[src/rtl/muldiv_seq_if.sv]
// Request/result bundle for the sequential multiply/divide unit.
// Handshake: start is sampled only while busy is low; done (with hi_en/lo_en) pulses for one cycle when hi/lo are final.
interface muldiv_seq_if #(
   parameter int WIDTH = 32
);
   logic             start;
   logic [1:0]       op;
   logic [WIDTH-1:0] a;
   logic [WIDTH-1:0] b;
   logic             busy;
   logic             done;
   logic             hi_en;
   logic             lo_en;
   logic [WIDTH-1:0] hi;
   logic [WIDTH-1:0] lo;
   logic             div_by_zero;

   modport master (
      output start, op, a, b,
      input  busy, done, hi_en, lo_en, hi, lo, div_by_zero
   );

   modport slave (
      input  start, op, a, b,
      output busy, done, hi_en, lo_en, hi, lo, div_by_zero
   );
endinterface

[src/rtl/muldiv_seq.sv]
// Iterative MULTU/MULT/DIVU/DIV: one shift-add or restoring step per cycle, with sign handling
// done on magnitudes in PREP and FIX.
module muldiv_seq #(
   parameter int WIDTH = 32
) (
   input  logic         clk,
   input  logic         rst,
   muldiv_seq_if.slave  bus,
   output logic [2:0]   dbg_state
);
   typedef enum logic [2:0] {S_IDLE, S_PREP, S_RUN, S_FIX, S_DONE} state_t;
   localparam int CW = $clog2(WIDTH + 1);

   state_t               state_q, state_d;
   logic [1:0]           op_q, op_d;
   logic [WIDTH-1:0]     a_q, a_d, b_q, b_d, m_q, m_d;
   logic [WIDTH-1:0]     hi_q, hi_d, lo_q, lo_d;
   logic [2*WIDTH-1:0]   acc_q, acc_d;
   logic [CW-1:0]        cnt_q, cnt_d;
   logic                 neg_q, neg_d, rneg_q, rneg_d, dbz_q, dbz_d;
   logic                 busy_q, busy_d, done_q, done_d, dbzo_q, dbzo_d;

   logic [WIDTH-1:0]     a_abs, b_abs, quo_fix, rem_fix;
   logic [WIDTH:0]       mul_sum, div_shift, div_diff;
   logic [2*WIDTH-1:0]   prod_fix;

   always_comb begin
      state_d  = state_q;
      op_d     = op_q;
      a_d      = a_q;
      b_d      = b_q;
      m_d      = m_q;
      hi_d     = hi_q;
      lo_d     = lo_q;
      acc_d    = acc_q;
      cnt_d    = cnt_q;
      neg_d    = neg_q;
      rneg_d   = rneg_q;
      dbz_d    = dbz_q;
      done_d   = 1'b0;
      dbzo_d   = 1'b0;

      a_abs    = (op_q[0] && a_q[WIDTH-1]) ? -a_q : a_q;
      b_abs    = (op_q[0] && b_q[WIDTH-1]) ? -b_q : b_q;
      // acc holds {partial product, multiplier} for multiply and {remainder, dividend/quotient} for divide
      mul_sum  = {1'b0, acc_q[2*WIDTH-1:WIDTH]} + (acc_q[0] ? {1'b0, m_q} : '0);
      div_shift = {acc_q[2*WIDTH-1:WIDTH], acc_q[WIDTH-1]};
      div_diff = div_shift - {1'b0, m_q};
      prod_fix = neg_q ? -acc_q : acc_q;
      quo_fix  = neg_q ? -acc_q[WIDTH-1:0] : acc_q[WIDTH-1:0];
      rem_fix  = rneg_q ? -acc_q[2*WIDTH-1:WIDTH] : acc_q[2*WIDTH-1:WIDTH];

      case (state_q)
         S_IDLE: begin
            if (bus.start) begin
               op_d    = bus.op;
               a_d     = bus.a;
               b_d     = bus.b;
               state_d = S_PREP;
            end
         end
         S_PREP: begin
            neg_d  = op_q[0] & (a_q[WIDTH-1] ^ b_q[WIDTH-1]);
            rneg_d = op_q[0] & a_q[WIDTH-1];
            dbz_d  = op_q[1] && (b_q == '0);
            cnt_d  = '0;
            if (op_q[1]) begin
               acc_d = {{WIDTH{1'b0}}, a_abs};
               m_d   = b_abs;
            end else begin
               acc_d = {{WIDTH{1'b0}}, b_abs};
               m_d   = a_abs;
            end
            state_d = (op_q[1] && (b_q == '0)) ? S_FIX : S_RUN;
         end
         S_RUN: begin
            if (op_q[1]) begin
               acc_d = {(div_diff[WIDTH] ? div_shift[WIDTH-1:0] : div_diff[WIDTH-1:0]),
                        acc_q[WIDTH-2:0], ~div_diff[WIDTH]};
            end else begin
               acc_d = {mul_sum, acc_q[WIDTH-1:1]};
            end
            cnt_d = cnt_q + CW'(1);
            if (cnt_q == CW'(WIDTH - 1)) state_d = S_FIX;
         end
         S_FIX: begin
            state_d = S_DONE;
            done_d  = 1'b1;
            if (dbz_q) begin
               hi_d   = a_q;
               lo_d   = '1;
               dbzo_d = 1'b1;
            end else if (op_q[1]) begin
               hi_d = rem_fix;
               lo_d = quo_fix;
            end else begin
               hi_d = prod_fix[2*WIDTH-1:WIDTH];
               lo_d = prod_fix[WIDTH-1:0];
            end
         end
         S_DONE:  state_d = S_IDLE;
         default: state_d = S_IDLE;
      endcase

      busy_d = (state_d != S_IDLE);
   end

   always_ff @(posedge clk) begin
      if (!rst) begin
         state_q <= S_IDLE;
         op_q    <= '0;
         a_q     <= '0;
         b_q     <= '0;
         m_q     <= '0;
         hi_q    <= '0;
         lo_q    <= '0;
         acc_q   <= '0;
         cnt_q   <= '0;
         neg_q   <= 1'b0;
         rneg_q  <= 1'b0;
         dbz_q   <= 1'b0;
         busy_q  <= 1'b0;
         done_q  <= 1'b0;
         dbzo_q  <= 1'b0;
      end else begin
         state_q <= state_d;
         op_q    <= op_d;
         a_q     <= a_d;
         b_q     <= b_d;
         m_q     <= m_d;
         hi_q    <= hi_d;
         lo_q    <= lo_d;
         acc_q   <= acc_d;
         cnt_q   <= cnt_d;
         neg_q   <= neg_d;
         rneg_q  <= rneg_d;
         dbz_q   <= dbz_d;
         busy_q  <= busy_d;
         done_q  <= done_d;
         dbzo_q  <= dbzo_d;
      end
   end

   assign bus.busy        = busy_q;
   assign bus.done        = done_q;
   assign bus.hi_en       = done_q;
   assign bus.lo_en       = done_q;
   assign bus.hi          = hi_q;
   assign bus.lo          = lo_q;
   assign bus.div_by_zero = dbzo_q;
   assign dbg_state       = state_q;
endmodule
[src/flat_wrapper.sv]
// flat-port wrapper written by rule: the top's interface ports become plain ports
module muldiv_seq_flat 
#(
   parameter int WIDTH = 32
)
  (clk, rst, dbg_state, bus_start, bus_op, bus_a, bus_b, bus_busy, bus_done, bus_hi_en, bus_lo_en, bus_hi, bus_lo, bus_div_by_zero);
  muldiv_seq_if #(.WIDTH(WIDTH)) bus_i ();
  input  logic clk;
  input  logic rst;
  output logic [2:0] dbg_state;
  input wire logic [$bits(bus_i.start)-1:0] bus_start;
  input wire logic [$bits(bus_i.op)-1:0] bus_op;
  input wire logic [$bits(bus_i.a)-1:0] bus_a;
  input wire logic [$bits(bus_i.b)-1:0] bus_b;
  output wire logic [$bits(bus_i.busy)-1:0] bus_busy;
  output wire logic [$bits(bus_i.done)-1:0] bus_done;
  output wire logic [$bits(bus_i.hi_en)-1:0] bus_hi_en;
  output wire logic [$bits(bus_i.lo_en)-1:0] bus_lo_en;
  output wire logic [$bits(bus_i.hi)-1:0] bus_hi;
  output wire logic [$bits(bus_i.lo)-1:0] bus_lo;
  output wire logic [$bits(bus_i.div_by_zero)-1:0] bus_div_by_zero;
  assign bus_i.start = bus_start;
  assign bus_i.op = bus_op;
  assign bus_i.a = bus_a;
  assign bus_i.b = bus_b;
  assign bus_busy = bus_i.busy;
  assign bus_done = bus_i.done;
  assign bus_hi_en = bus_i.hi_en;
  assign bus_lo_en = bus_i.lo_en;
  assign bus_hi = bus_i.hi;
  assign bus_lo = bus_i.lo;
  assign bus_div_by_zero = bus_i.div_by_zero;
  muldiv_seq #(.WIDTH(WIDTH)) u_core (.clk(clk), .rst(rst), .bus(bus_i), .dbg_state(dbg_state));
endmodule
[config.mk]
export PLATFORM = sky130hd
export DESIGN_NAME = muldiv_seq_flat
export DESIGN_NICKNAME = d
export VERILOG_FILES = /design/src/rtl/muldiv_seq_if.sv /design/src/rtl/muldiv_seq.sv /design/src/flat_wrapper.sv
export SDC_FILE = /design/constraint.sdc
export NUM_CORES = 1
export LEC_CHECK = 0
export CORE_ASPECT_RATIO = 0.75
export CORE_MARGIN = 2
export CORE_UTILIZATION = 45
export DETAILED_ROUTE_END_ITERATION = 8
export GPL_TIMING_DRIVEN = 0
export PLACE_DENSITY = 0.67
export SLEW_MARGIN = 5
export SYNTH_ARGS = -nofsm -noshare
export SYNTH_HDL_FRONTEND = slang
export SYNTH_SLANG_ARGS = --single-unit
export TNS_END_PERCENT = 10
[constraint.sdc]
create_clock -name clk -period 3.4 [get_ports clk]
set_input_delay 0.51 -clock clk [delete_from_list [all_inputs] [get_ports clk]]
set_output_delay 0.51 -clock clk [all_outputs]
set_load 0.005 [all_outputs]
Yosys cells after proc, flatten, opt, wreduce, memory -nomap -nowiden:

Cells that the tools add are included.

* RAM bits: 0
* bits in latches: 0
* output and inout bits: 72
* memory bits (read-only): 0
* register bits after elaboration: 241
* memories kept: 0
* word-level logic and storage cells: 62

* reduce and logical (&&, ||, !) cells: 9
* bitwise operators: 4
* mux-type cells: 22
* div/mod/pow operators: 0
* order comparisons: 0
* shift operators: 0
* equal/unequal tests: 4
* add/subtract/negate cells: 8
* multipliers: 0

Operators by type and width (count)
* two-way mux 32 bit: 12
* two-way mux 64 bit: 2
* negator 32 bit: 4
* one-hot mux 64 bit (2 select lines): 1
* negator 64 bit: 1
* adder 32 x 33 -> 33 bit: 1
* subtractor 33 x 32 -> 33 bit: 1
* logical NOT 32 bit: 1
* one-hot mux 3 bit (4 select lines): 1
* one-hot mux 6 bit (2 select lines): 1
* adder 6 x 1 -> 6 bit (second input constant): 1
* equality test 3 x 2 -> 1 bit (second input constant): 2
* equality test 6 x 5 -> 1 bit (second input constant): 1
* two-way mux 3 bit: 2
* AND reduction 2 bit: 2
* equality test 3 x 1 -> 1 bit (second input constant): 1
* logical AND 1 bit: 3
* logical NOT 3 bit: 1
* two-way mux 1 bit: 3
* nonzero test 3 bit: 1
* AND 1 bit: 2
* nonzero test 2 bit: 1
* NOT 1 bit: 1
* XOR 1 bit: 1

Depth between registers and ports, before layout:

* word-level depth: 5
* gate-level depth with buffers: 14
* mapped depth without buffers: 13

Worst setup path before layout:

Ideal clock, no wire load.

* path kind: reg-to-reg
* start point: register u_core.acc_q[31]
* end point: register u_core.acc_q[48]
* stages on the path, launching flop included: 14
* required time: 3.270 ns
* library setup time: 0.130 ns
* period minus slack after synthesis: 3.174 ns
* setup slack: 0.226 ns
* arrival time: 3.045 ns
* cell sequence: dfxtp_1 -> inv_1 -> ha_1 -> fa_1 -> nor2b_1 -> o31a_1 -> a211oi_1 -> o211a_1 -> or4_1 -> nand3_1 -> buf_4 -> buf_4 -> mux2i_1 -> o21ai_0

* cells in the longest elaborated chain, start to end: 4

Ends and longest elaborated chain
* start, declared: line muldiv_seq.sv:18 `logic [2*WIDTH-1:0] acc_q, acc_d;`
* start signal, assigned: line muldiv_seq.sv:117 `acc_q <= '0;`
* start signal, assigned: line muldiv_seq.sv:133 `acc_q <= acc_d;`
* subtractor 33 x 32 -> 33 bit: line muldiv_seq.sv:48 `div_diff = div_shift - {1'b0, m_q};`
* two-way mux 32 bit: line muldiv_seq.sv:78 `acc_d = {(div_diff[WIDTH] ? div_shift[WIDTH-1:0] : div_diff[WIDTH-1:0]),`
* two-way mux 64 bit: line muldiv_seq.sv:77 `if (op_q[1]) begin`
* one-hot mux 64 bit (2 select lines): line muldiv_seq.sv:53 `case (state_q)`

Every way passes these cells.
A chain may end at the register's enable or synchronous reset.

Final worst setup path:

* start point: register u_core.acc_q[0]
* end point: register u_core.acc_q[62]

* cells in the longest elaborated chain, start to end: 4

Ends and longest elaborated chain
* two-way mux 32 bit: line muldiv_seq.sv:46 `mul_sum = {1'b0, acc_q[2*WIDTH-1:WIDTH]} + (acc_q[0] ? {1'b0, m_q} : '0);`
* adder 32 x 33 -> 33 bit: line muldiv_seq.sv:46
* two-way mux 64 bit: line muldiv_seq.sv:77
* one-hot mux 64 bit (2 select lines): line muldiv_seq.sv:53

Every way passes these cells.

==> qor.csv <==
stage;metric;value;unit
synth;ys_seq_elements;241;
grt;grt_pass1_wl;107000;microns
synth;yosysUniqueCellTypes;74;
timing;maxSlewViolCount;0;
grt;grt_pass1_vias;16700;
layout;final_nets;2551;
setup_path;rr_startpoint;u_core.acc_q[0];
clock_network;htreeDepth;1;
timing;fin_ws;-0.0347;ns
timing;fin_hold_ws;0.448;ns
power_and_ir_drop;p_leak;7.56;nW
timing;skew;0.0213;ns
placed_design;place.gp.congestion;1.00;
layout;n_fill_cell;3499;
timing;rsz0062_at_grt;yes;
placed_design;dp_cells;2872;
min_path;hold_start;u_core.bus.hi[11];
grt;grt_max_degree;13;
flow_run;max_cap_violations;0;
setup_path;crit_chain;inv_4, clkbuf_8, nor2_1, ha_1, nand3_2, nor4_2, a31o_2, a211oi_4, o31a_1, buf_4, o211ai_1, mux2i_1, o21ai_0, a21boi_0;
power_and_ir_drop;vdd_drop_max;376;uV
synth;synth-seq-area-share;0.291;
clock_network;cts_sinks;241;
setup_path;path_max_fanout;10;
clock_network;cts-root-buf;clkbuf_16;
detailed_routing;totalWireLength;73800;microns
synth;syn_nets;2376;
grt;grt_overflow;0;
outcome;outcome;finished, violations left;
die;dieArea;0.0384;sq mm
grt;grt_antenna_before_repair;5;
timing;setup_viol;2;
layout;regArea;0.00485;sq mm
die;start_util;0.459;
clock_network;cts_buffers;26;
min_path;min_path_type;reg -> reg;
die;pin_count;141;
setup_path;slowest_stage;ha_1;
layout;syn_to_final_growth;20.7;%
synth;syn_inst;2236;
timing;tightest_slew;1.42;ns
setup_path;critPathArrivalTime;3.89;ns
die;chipHeight;170;microns
layout;drive_gt1_frac;0.0692;
clock_network;cts_max_path_buffers;3;
layout;fin_cells;2924;
synth;ys_async_sr_fraction;0;
placed_design;place_hpwl;58400;microns
setup_path;worstReg2RegEnd;u_core.acc_q[62];
detailed_routing;wl_per_cell;25.2;microns
timing;fin_tns_setup;-0.0540;ns
setup_path;ff2ff_path_depth;14;
synth;syn_area_per_cell;7.41;sq um
setup_path;path_class;reg -> reg;
setup_path;max_stage_delay;0.42;ns
grt;grt_util_all_layers;0.374;
clock_network;clk_pin_slew;0.07;ns
clock_network;clk_latency;0.57;ns
setup_path;worstPathRequired;3.85;ns
power_and_ir_drop;power_density;419;mW/mm^2
synth;yosys_warnings;0;
placed_design;portBuffers;140;
min_path;worstHoldPathCells;2;
die;coreArea;0.0361;sq mm
synth;synth_ff_type;dfxtp_1;
outcome;violations;setup timing;
timing;max_freq;291;MHz
synth;synth_enable_flop_cells;0;
detailed_routing;final_antenna_net_count;0;
placed_design;place_worst_setup_slack;-1.26;ns
synth;syn_area;0.0166;sq mm
detailed_routing;dr.first_iter.drc_count;2630;
timing;period_minus_slack;3.43;ns
layout;multi_input_area;0.0113;sq mm
min_path;holdPathEnd;u_core.bus.hi[11];
setup_path;r2r_slack;-0.03;ns
detailed_routing;vias_per_cell;6.35;
setup_path;cp-end-kind;flop;
die;rows;60;
setup_path;critPathLaunch;u_core.acc_q[0];
setup_path;critPathLaunchType;flop;
detailed_routing;drcViolationCount;0;
timing;post-route-period-util;1.01;
clock_network;cts_tree;yes;
timing;hold_violations;0;
die;die_x;226;microns
timing;slew_headroom;0.0406;
detailed_routing;dr.pass1.iters;6;
layout;fin_util;0.554;
detailed_routing;vias;18600;
[critical path: cells and delay by family, from the launching register on]
kind | cells | cell delay, ns
buf+inv | 3 | 0.51
simple gates | 3 | 0.60
compound gates | 6 | 1.15
mux | 1 | 0.22
flops | 1 | 0.40
fa+ha+maj | 1 | 0.42
[repair_timing]
action | 4_1_cts | 5_1_grt
hold buffers | 0 | 0
gates cloned | 0 | 2
setup endpoints to repair | 52 | 59
setup buffers | 5 | 8
resized for setup | 58 | 58
pin swaps | 7 | 9
[cell type report]
| type | count | share of cell area |
|---|---|---|
| buffer | 151 | 0.0318 |
| tap | 496 | 0.0310 |
| clock inverter | 6 | 0.00288 |
| multi-input combinational | 1769 | 0.564 |
| clock buffer | 37 | 0.0376 |
| inverter | 67 | 0.0127 |
| timing repair buffer | 155 | 0.0774 |
| antenna | 2 | 0.000250 |
| sequential | 241 | 0.242 |
[cell usage after synthesis, types with 29 or more instances]
master | number | area (sq um)
nand2_1 | 279 | 1050
a21oi_1 | 254 | 1270
dfxtp_1 | 241 | 4820
nor2_1 | 226 | 848
o21ai_0 | 156 | 781
clkbuf_1 | 145 | 544
xnor2_1 | 86 | 753
xor2_1 | 85 | 744
ha_1 | 69 | 863
inv_1 | 66 | 248
nand3_1 | 66 | 330
mux2i_1 | 63 | 631
nor3_1 | 30 | 150
a21o_1 | 29 | 218
[registers in the layout, summed over array words and instances, names as in the netlist, 2 cells and up]
signal / cells
u_core.acc_q: 64
u_core.a_q: 32
u_core.b_q: 32
u_core.bus.hi: 32
u_core.bus.lo: 32
u_core.m_q: 32
u_core.cnt_q: 6
u_core.dbg_state: 3
u_core.op_q: 2
[cell usage in the layout, fill, tap and decap left out, drive strengths merged, types with 22 or more instances in the layout]
cell type / instances
a211oi: 31
a21o: 29
a21oi: 254
buf: 28
clkbuf: 175
clkdlybuf4s50: 140
dfxtp: 241
ha: 69
inv: 66
mux2i: 63
nand2: 279
nand2b: 24
nand3: 66
nor2: 226
nor3: 30
o21ai: 159
o221ai: 25
o31ai: 22
xnor2: 86
xor2: 85
[cell families after synthesis]
| kind of cell | Yosys count | share of synthesized area |
|---|---|---|
| and+or+nand+nor | 753 | 0.206 |
| AOI/OAI and AO/OA | 710 | 0.267 |
| DFF | 241 | 0.291 |
| buffers and inverters | 226 | 0.0523 |
| xor gates and xnor gates | 171 | 0.0903 |
| adders and majority gates | 71 | 0.0545 |
| muxes | 64 | 0.0387 |
[power by group]
| part | internal [W] | switching [W] |
|---|---|---|
| sequential | 0.00293 | 0.000190 |
| clock | 0.00160 | 0.00122 |
| combinational | 0.000935 | 0.00151 |
| total | 0.00547 | 0.00292 |
[routing by layer]
metal	vias to the layer above	part of all wire	global-route usage
met4	4	0.024	0.0849
met5	-	0.00034	0
met1	8839	0.46	0.583
li1	8365	-	-
met2	1234	0.37	0.497
met3	122	0.14	0.0988
[through the flow]
stage	instance area (sq um)	total power [W]
after CTS	19600	0.00812
after global routing	20000	0.00863
after global placement	18600	0.00524
final	20000	0.00839
after floorplan	16600	0.00446
after detailed placement	18600	0.00525
[how the worst max path moves through the flow]
stage / slack [ns] / cells past startpoint / to
finish: -0.03 / 14 / u_core.acc_q[62]
floorplan: 0.23 / 13 / u_core.acc_q[48]
detailed placement: -1.26 / 13 / u_core.acc_q[63]
global placement: -1.30 / 13 / u_core.acc_q[63]
CTS: -0.04 / 13 / u_core.acc_q[37]
global route: -0.11 / 14 / u_core.acc_q[62]
Note: power is estimated with default switching activity, not from simulation.
